**config.mk**
```make
export PLATFORM = sky130hd
export DESIGN_NAME = wb_initiator
export DESIGN_NICKNAME = d
export VERILOG_FILES = /design/src/rtl/wb_initiator.sv
export SDC_FILE = /design/constraint.sdc
export NUM_CORES = 1
export LEC_CHECK = 0
export BUFFER_PORTS_ARGS = -buffer_cell sky130_fd_sc_hd__buf_2
export CAP_MARGIN = 20
export CORE_MARGIN = 2
export CORE_UTILIZATION = 41
export DETAILED_ROUTE_END_ITERATION = 8
export PLACE_DENSITY_LB_ADDON = 0.15
export SLEW_MARGIN = 20
export SYNTH_ARGS = -nofsm -noshare
export SYNTH_HDL_FRONTEND = slang
export SYNTH_SLANG_ARGS = --single-unit
```
**constraint.sdc**
```tcl
create_clock -name wb_clk_i -period 1.4 [get_ports wb_clk_i]
set_input_delay 0.07 -clock wb_clk_i [delete_from_list [all_inputs] [get_ports wb_clk_i]]
set_output_delay 0.07 -clock wb_clk_i [all_outputs]
set_load 0.05 [all_outputs]
```
**src/rtl/wb_initiator.sv**
```systemverilog
// Single-outstanding Wishbone classic initiator: one command in, one bus cycle, one response out.
// Optional ack timeout with ERR_DATA response is compiled in by defining WB_INITIATOR_TIMEOUT_EN.
module wb_initiator #(
    parameter int unsigned TIMEOUT_CYCLES = 16,
    parameter logic [31:0] ERR_DATA       = 32'hDEAD_BEEF
) (
    input  logic        wb_clk_i,
    input  logic        wb_rst_ni,
    input  logic        cmd_valid,
    output logic        cmd_ready,
    input  logic        cmd_we,
    input  logic [31:0] cmd_adr,
    input  logic [31:0] cmd_dat,
    input  logic [3:0]  cmd_sel,
    output logic        rsp_valid,
    input  logic        rsp_ready,
    output logic [31:0] rsp_dat,
    output logic        rsp_err,
    output logic        wbm_cyc_o,
    output logic        wbm_stb_o,
    output logic        wbm_we_o,
    output logic [31:0] wbm_adr_o,
    output logic [31:0] wbm_dat_o,
    output logic [3:0]  wbm_sel_o,
    input  logic        wbm_ack_i,
    input  logic [31:0] wbm_dat_i,
    output logic        busy,
    output logic [1:0]  state_dbg
);

    // Handshakes: a transfer happens on a rising edge where valid && ready are both high;
    // valid never depends on ready, and payloads stay stable while valid waits for ready.

    typedef enum logic [1:0] {
        IDLE = 2'd0,
        BUS  = 2'd1,
        RESP = 2'd2
    } state_t;

    state_t      state_q, state_d;
    logic        we_q;
    logic [31:0] adr_q;
    logic [31:0] dat_q;
    logic [3:0]  sel_q;
    logic [31:0] rsp_dat_q;
    logic        accept;
    logic        ack_hit;
    logic        timeout_hit;

    assign accept  = (state_q == IDLE) && cmd_valid;
    assign ack_hit = (state_q == BUS) && wbm_ack_i;

`ifdef WB_INITIATOR_TIMEOUT_EN
    localparam logic [7:0] TO_LAST = 8'(TIMEOUT_CYCLES - 1);

    logic [7:0] cnt_q;
    logic       rsp_err_q;

    // Ack on the expiry cycle is a normal completion, so expiry requires !ack.
    assign timeout_hit = (state_q == BUS) && !wbm_ack_i && (cnt_q == TO_LAST);

    always_ff @(posedge wb_clk_i or negedge wb_rst_ni) begin
        if (!wb_rst_ni) begin
            cnt_q     <= '0;
            rsp_err_q <= 1'b0;
        end else begin
            if (accept) begin
                cnt_q <= '0;
            end else if ((state_q == BUS) && !wbm_ack_i) begin
                cnt_q <= cnt_q + 8'd1;
            end
            if (ack_hit) begin
                rsp_err_q <= 1'b0;
            end else if (timeout_hit) begin
                rsp_err_q <= 1'b1;
            end
        end
    end

    assign rsp_err = rsp_err_q;
`else
    logic unused_cfg;
    assign unused_cfg  = ^{ERR_DATA, TIMEOUT_CYCLES};
    assign timeout_hit = 1'b0;
    assign rsp_err     = 1'b0;
`endif

    always_ff @(posedge wb_clk_i or negedge wb_rst_ni) begin
        if (!wb_rst_ni) begin
            state_q <= IDLE;
        end else begin
            state_q <= state_d;
        end
    end

    always_comb begin
        state_d = state_q;
        unique case (state_q)
            IDLE:    if (cmd_valid) state_d = BUS;
            BUS:     if (wbm_ack_i || timeout_hit) state_d = RESP;
            RESP:    if (rsp_ready) state_d = IDLE;
            default: state_d = IDLE;
        endcase
    end

    always_ff @(posedge wb_clk_i or negedge wb_rst_ni) begin
        if (!wb_rst_ni) begin
            we_q      <= 1'b0;
            adr_q     <= '0;
            dat_q     <= '0;
            sel_q     <= '0;
            rsp_dat_q <= '0;
        end else begin
            if (accept) begin
                we_q  <= cmd_we;
                adr_q <= cmd_adr;
                dat_q <= cmd_dat;
                sel_q <= cmd_sel;
            end
            // Writes return zero data so a stale read value never leaks into a write response.
            if (ack_hit) begin
                rsp_dat_q <= we_q ? 32'h0 : wbm_dat_i;
            end
`ifdef WB_INITIATOR_TIMEOUT_EN
            else if (timeout_hit) begin
                rsp_dat_q <= ERR_DATA;
            end
`endif
        end
    end

    // cmd_ready is gated by reset so every output reads low while reset is held.
    assign cmd_ready = wb_rst_ni && (state_q == IDLE);
    assign rsp_valid = (state_q == RESP);
    assign rsp_dat   = rsp_dat_q;
    assign wbm_cyc_o = (state_q == BUS);
    assign wbm_stb_o = (state_q == BUS);
    assign wbm_we_o  = we_q;
    assign wbm_adr_o = adr_q;
    assign wbm_dat_o = dat_q;
    assign wbm_sel_o = sel_q;
    assign busy      = (state_q != IDLE);
    assign state_dbg = state_q;

endmodule

```
## Yosys cells after proc, flatten, opt, wreduce, memory -nomap -nowiden

Index checks and enable logic that the tools add are counted.
Widths: inputs -> output; s select.

| cells by class | value |
|---|---|
| equality and inequality tests | 5 |
| mux-type cells | 5 |
| reductions and logical operators | 6 |

Operator list:

| kind | number |
|---|---|
| $mux 32 | 1 |
| $mux 2 | 3 |
| $pmux 2 s3 | 1 |
| $ne 2x1->1 const B | 2 |
| $logic_and 1x1->1 | 3 |
| $reduce_and 3->1 | 1 |
| $eq 2x1->1 const B | 1 |
| $eq 2x2->1 const B | 1 |
| $logic_not 2->1 | 1 |
| $ne 2x2->1 const B | 1 |
| $reduce_bool 2->1 | 1 |

| word-level totals | value |
|---|---|
| register bits after elaboration | 103 |
| bits of input ports | 106 |
| output and inout bits | 109 |
| logic and storage cells | 22 |

## Longest topological paths before layout

| depth | value |
|---|---|
| word-level depth | 3 |
| gate-level depth with buffers | 4 |
| depth with buffers taken out | 2 |

## Worst setup path after synthesis

OpenSTA, ideal clock, no wires.

| timing path | value |
|---|---|
| kind | register to output |
| start point | reg state_q[0] (netlist: state_dbg[0]) |
| end point | out wbm_stb_o |
| arrival | 1.852 ns |
| data required time | 1.330 ns |
| slack | -0.522 ns |
| cell stages (with the launch flop) | 3 |
| path buffers | 1 |
| cells stage by stage | dfrtp_1 > nor2b_1 > buf_4 |

| between the ends | value |
|---|---|
| longest elaborated chain between the ends | 1 |

RTL lines:

| what | RTL line | text |
|---|---|---|
| start: declaration | 40 | `state_t state_q, state_d;` |
| start signal: assignment | 92 | `state_q <= state_d;` |
| $eq 2x1->1 | - |  |
| end: declaration | 20 | `output logic wbm_stb_o,` |

No other way between the ends.

## Worst setup path after layout

| timing path | value |
|---|---|
| start point | reg state_q[0] (netlist: state_dbg[0]) |
| end point | reg adr_q[23] (netlist: wbm_adr_o[23]) |

| between the ends | value |
|---|---|
| longest elaborated chain between the ends | 2 |

RTL lines:

| what | RTL line | text |
|---|---|---|
| $logic_not 2->1 | 50 | `assign accept = (state_q == IDLE) && cmd_valid;` |
| $logic_and 1x1->1 | 50 |  |
| end signal: assignment | 116 | `adr_q <= cmd_adr;` |
| end: declaration | 42 | `logic [31:0] adr_q;` |

No other way between the ends.
A chain may end at the register's enable or synchronous reset.

==> flow_metrics.tcl <==
set metrics [dict create \
    fp.dieH_um 104.0 \
    cts_root_buf "clkbuf_8" \
    cp.required_ns 1.65 \
    clock_path_buffers 2 \
    rsz0062_at_grt "yes" \
    ys_top_cells_by_area "dfrtp_1, mux2_2, mux2_1, nor2b_1, buf_6" \
    crit_fanout 19 \
    wl_per_cell_um 16.38 \
    p_per_area_nw_per_um2 2728 \
    max_slew_margin_pct 63.53 \
    synth_seq_cells 103 \
    critical_path_buf_inv_count 3 \
    syn_nets 371 \
    vias 3274 \
    tns_ns -11.11 \
    port_buffers 213 \
    hpwl_um 6607 \
    fp-row-count 36 \
    synth_top_area_share_pct 62.80 \
    cp-end-kind "register" \
    grt_pass1_vias 3550 \
    ir_drop_uv 2475 \
    die_x_um 104.0 \
    grt_max_degree 104 \
    violations "setup timing" \
    start_kind "register" \
    design_area_um2 6813 \
    first_iter_violations 113 \
    setup_viol 104 \
    timing.final.crit_share_pct 112.0 \
    dr.pass1.iters 4 \
    final_nets 672 \
    gr-total-overflow 0 \
    drc 0 \
    drive_gt1_share_pct 60.77 \
    syn-cell-area_um2 4104 \
    start_util_pct 42.18 \
    clk_pin_slew_ns 0.10 \
    postSynthAreaPerCell_um2 15.49 \
    via_per_inst 4.651 \
    status "finished, violations left" \
    worst_pin_slew_ns 0.5470 \
    min_path_type "input pin to register" \
    synthDistinctLibCells 17 \
    ys_seq_area_share_pct 62.80 \
    slowest_delay_ns 0.42 \
    clock.fmax_mhz 637.8 \
    io_pins 215 \
    cts_tree "done" \
    clock_latency_ns 0.36 \
    crit_family "buffers and inverters" \
    drv_slew 0 \
    gr-usage-all-layers_pct 21.18 \
    fin_ws_ns -0.1679 \
    finClkSkew_ns 0.01197 \
    cts_buffers 9 \
    ys.warnings.count 0 \
    crit_type "register to register" \
    period_minus_slack_ns 1.568 \
    areaGrowthSynthToFinish_pct 66.01 \
    wl_um 11530 \
    core_um2 9729 \
    syn-instance-count 265 \
    place.gp.congestion 0.7657 \
    placed_area_um2 5519 \
    finalHoldViolCount 0 \
    grt_pass1_wl_um 17940 \
    drtAntennaViolNets 0 \
    slowest_stage "dfrtp_2" \
    htreeDepth 3 \
    grt_antenna_before_repair 0 \
    cts_sinks 103 \
    drv_cap 0 \
    power.leakage_nw 3.439 \
    dieArea_um2 10830 \
    crit_arrival_ns 1.82 \
    diodes 0 \
    crit_chain "buf_4 > nor3b_4 > buf_6 > buf_12 > mux2_2" \
    synth_top_area_cell "dfrtp_1" \
]
[placed cells by master (no fill, tap or decap)]
cell / synthesis / layout
a21o_1: 1 / 1
dlygate4sd3_1: 0 / 73
dfrtp_1: 103 / 101
nor3b_4: 0 / 1
nor2_4: 0 / 1
clkinvlp_4: 0 / 1
mux2_4: 0 / 72
buf_4: 3 / 6
clkinv_2: 0 / 2
clkbuf_1: 3 / 3
buf_16: 0 / 3
conb_1: 1 / 1
clkbuf_16: 0 / 2
clkbuf_8: 0 / 9
bufinv_16: 0 / 1
a21oi_1: 1 / 1
buf_12: 0 / 6
mux2_2: 62 / 21
nand2b_1: 2 / 2
inv_1: 2 / 2
dfrtp_2: 0 / 2
or2_4: 0 / 1
mux2_1: 39 / 8
buf_2: 6 / 208
nor2b_4: 0 / 2
nor2b_1: 34 / 32
buf_6: 4 / 7
buf_8: 0 / 1
and3b_2: 0 / 1
[worst min-delay path, stage by stage]
cell	delay, ns
buf_2	0.07
nor2b_1	0.11
mux2_4	0.14
[per-layer routing]
| layer | part of all wire, % | vias up | global-route usage [%] |
|---|---|---|---|
| met3 | 5.2 | 28 | 4.449 |
| met2 | 51 | 131 | 36.70 |
| met5 | 0 | - | 0 |
| li1 | - | 1503 | - |
| met1 | 40 | 1612 | 25.11 |
| met4 | 3.0 | 0 | 10.14 |
[timing repair]
| action | CTS | global route |
|---|---|---|
| hold buffers | 73 | 0 |
| setup buffers | 4 | 1 |
| pin swaps | 1 | 0 |
| hold endpoints to repair | 174 | 0 |
| cloned | 3 | 2 |
| resized for setup | 37 | 23 |
| endpoints found under the setup margin | 90 | 106 |
[stage by stage]
step	setup WS [ns]	total power [mW]	cells	utilization [%]	hold slack, ns
CTS	-0.1742	18.22	701	68.53	0.04807
detailed placement	-0.08981	15.53	605	56.73	0.2128
floorplan	-0.1669	13.15	265	-	-0.2256
global route	-0.2253	19.37	704	70.02	0.06104
finish	-0.1679	18.58	704	70.02	0.06759
global placement	-0.06058	15.36	605	56.73	0.2136
[report_power, final]
| group | switching [mW] | internal, mW | total (mW) |
|---|---|---|---|
| logic | 7.53 | 4.09 | 11.6 |
| clock network | 0.997 | 0.826 | 1.82 |
| registers | 0.745 | 4.40 | 5.14 |
[registers in the layout (all words and copies together) (netlist names)]
name / cells
wbm_adr_o: 32
rsp_dat: 32
state_dbg: 2
wbm_dat_o: 32
wbm_we_o: 1
wbm_sel_o: 4
[synth_stat cells]
cell and instances:
dfrtp_1 103, mux2_2 62, mux2_1 39, nor2b_1 34
buf_2 6, buf_6 4, buf_4 3, clkbuf_1 3
inv_1 2, nand2b_1 2, a21o_1 1, a21oi_1 1
and3b_1 1, conb_1 1, nor2_1 1, nor3b_2 1
or2_2 1
[final timing paths]
path	slack (ns)	to	depth (start not counted)	start
max in group asynchronous	0.62	state_dbg[0]$_DFFE_PN0P_	3	wb_rst_ni
min in group asynchronous	0.35	rsp_dat[4]$_DFFE_PN0P_	3	wb_rst_ni
hold reg to reg	0.49	wbm_adr_o[13]$_DFFE_PN0P_	1	wbm_adr_o[13]$_DFFE_PN0P_
setup / recovery	-0.17	wbm_adr_o[23]$_DFFE_PN0P_	5	state_dbg[0]$_DFFE_PN0P_
setup reg to reg	-0.17	wbm_adr_o[23]$_DFFE_PN0P_	5	state_dbg[0]$_DFFE_PN0P_
hold / removal	0.07	rsp_dat[24]$_DFFE_PN0P_	3	wbm_dat_i[24]
[kinds of logic after synthesis]
family	Yosys count	synth area share, %
compound gates	2	0.3048
buf+inv	18	2.835
mux	101	27.71
other cells	1	0.09138
simple gates	40	6.250
flops	103	62.80
[layout make-up]
| class | instances | area, um^2 |
|---|---|---|
| repair buffers | 306 | 2163 |
| flip-flops and latches | 103 | 2580 |
| clock inverters | 4 | 47.55 |
| multi-input cells | 144 | 1713 |
| well taps | 133 | 166.4 |
| inverters | 2 | 7.507 |
| fillers | 697 | 2917 |
| clock buffers | 12 | 135.1 |
No activity file was read; power rests on OpenSTA's default activity.
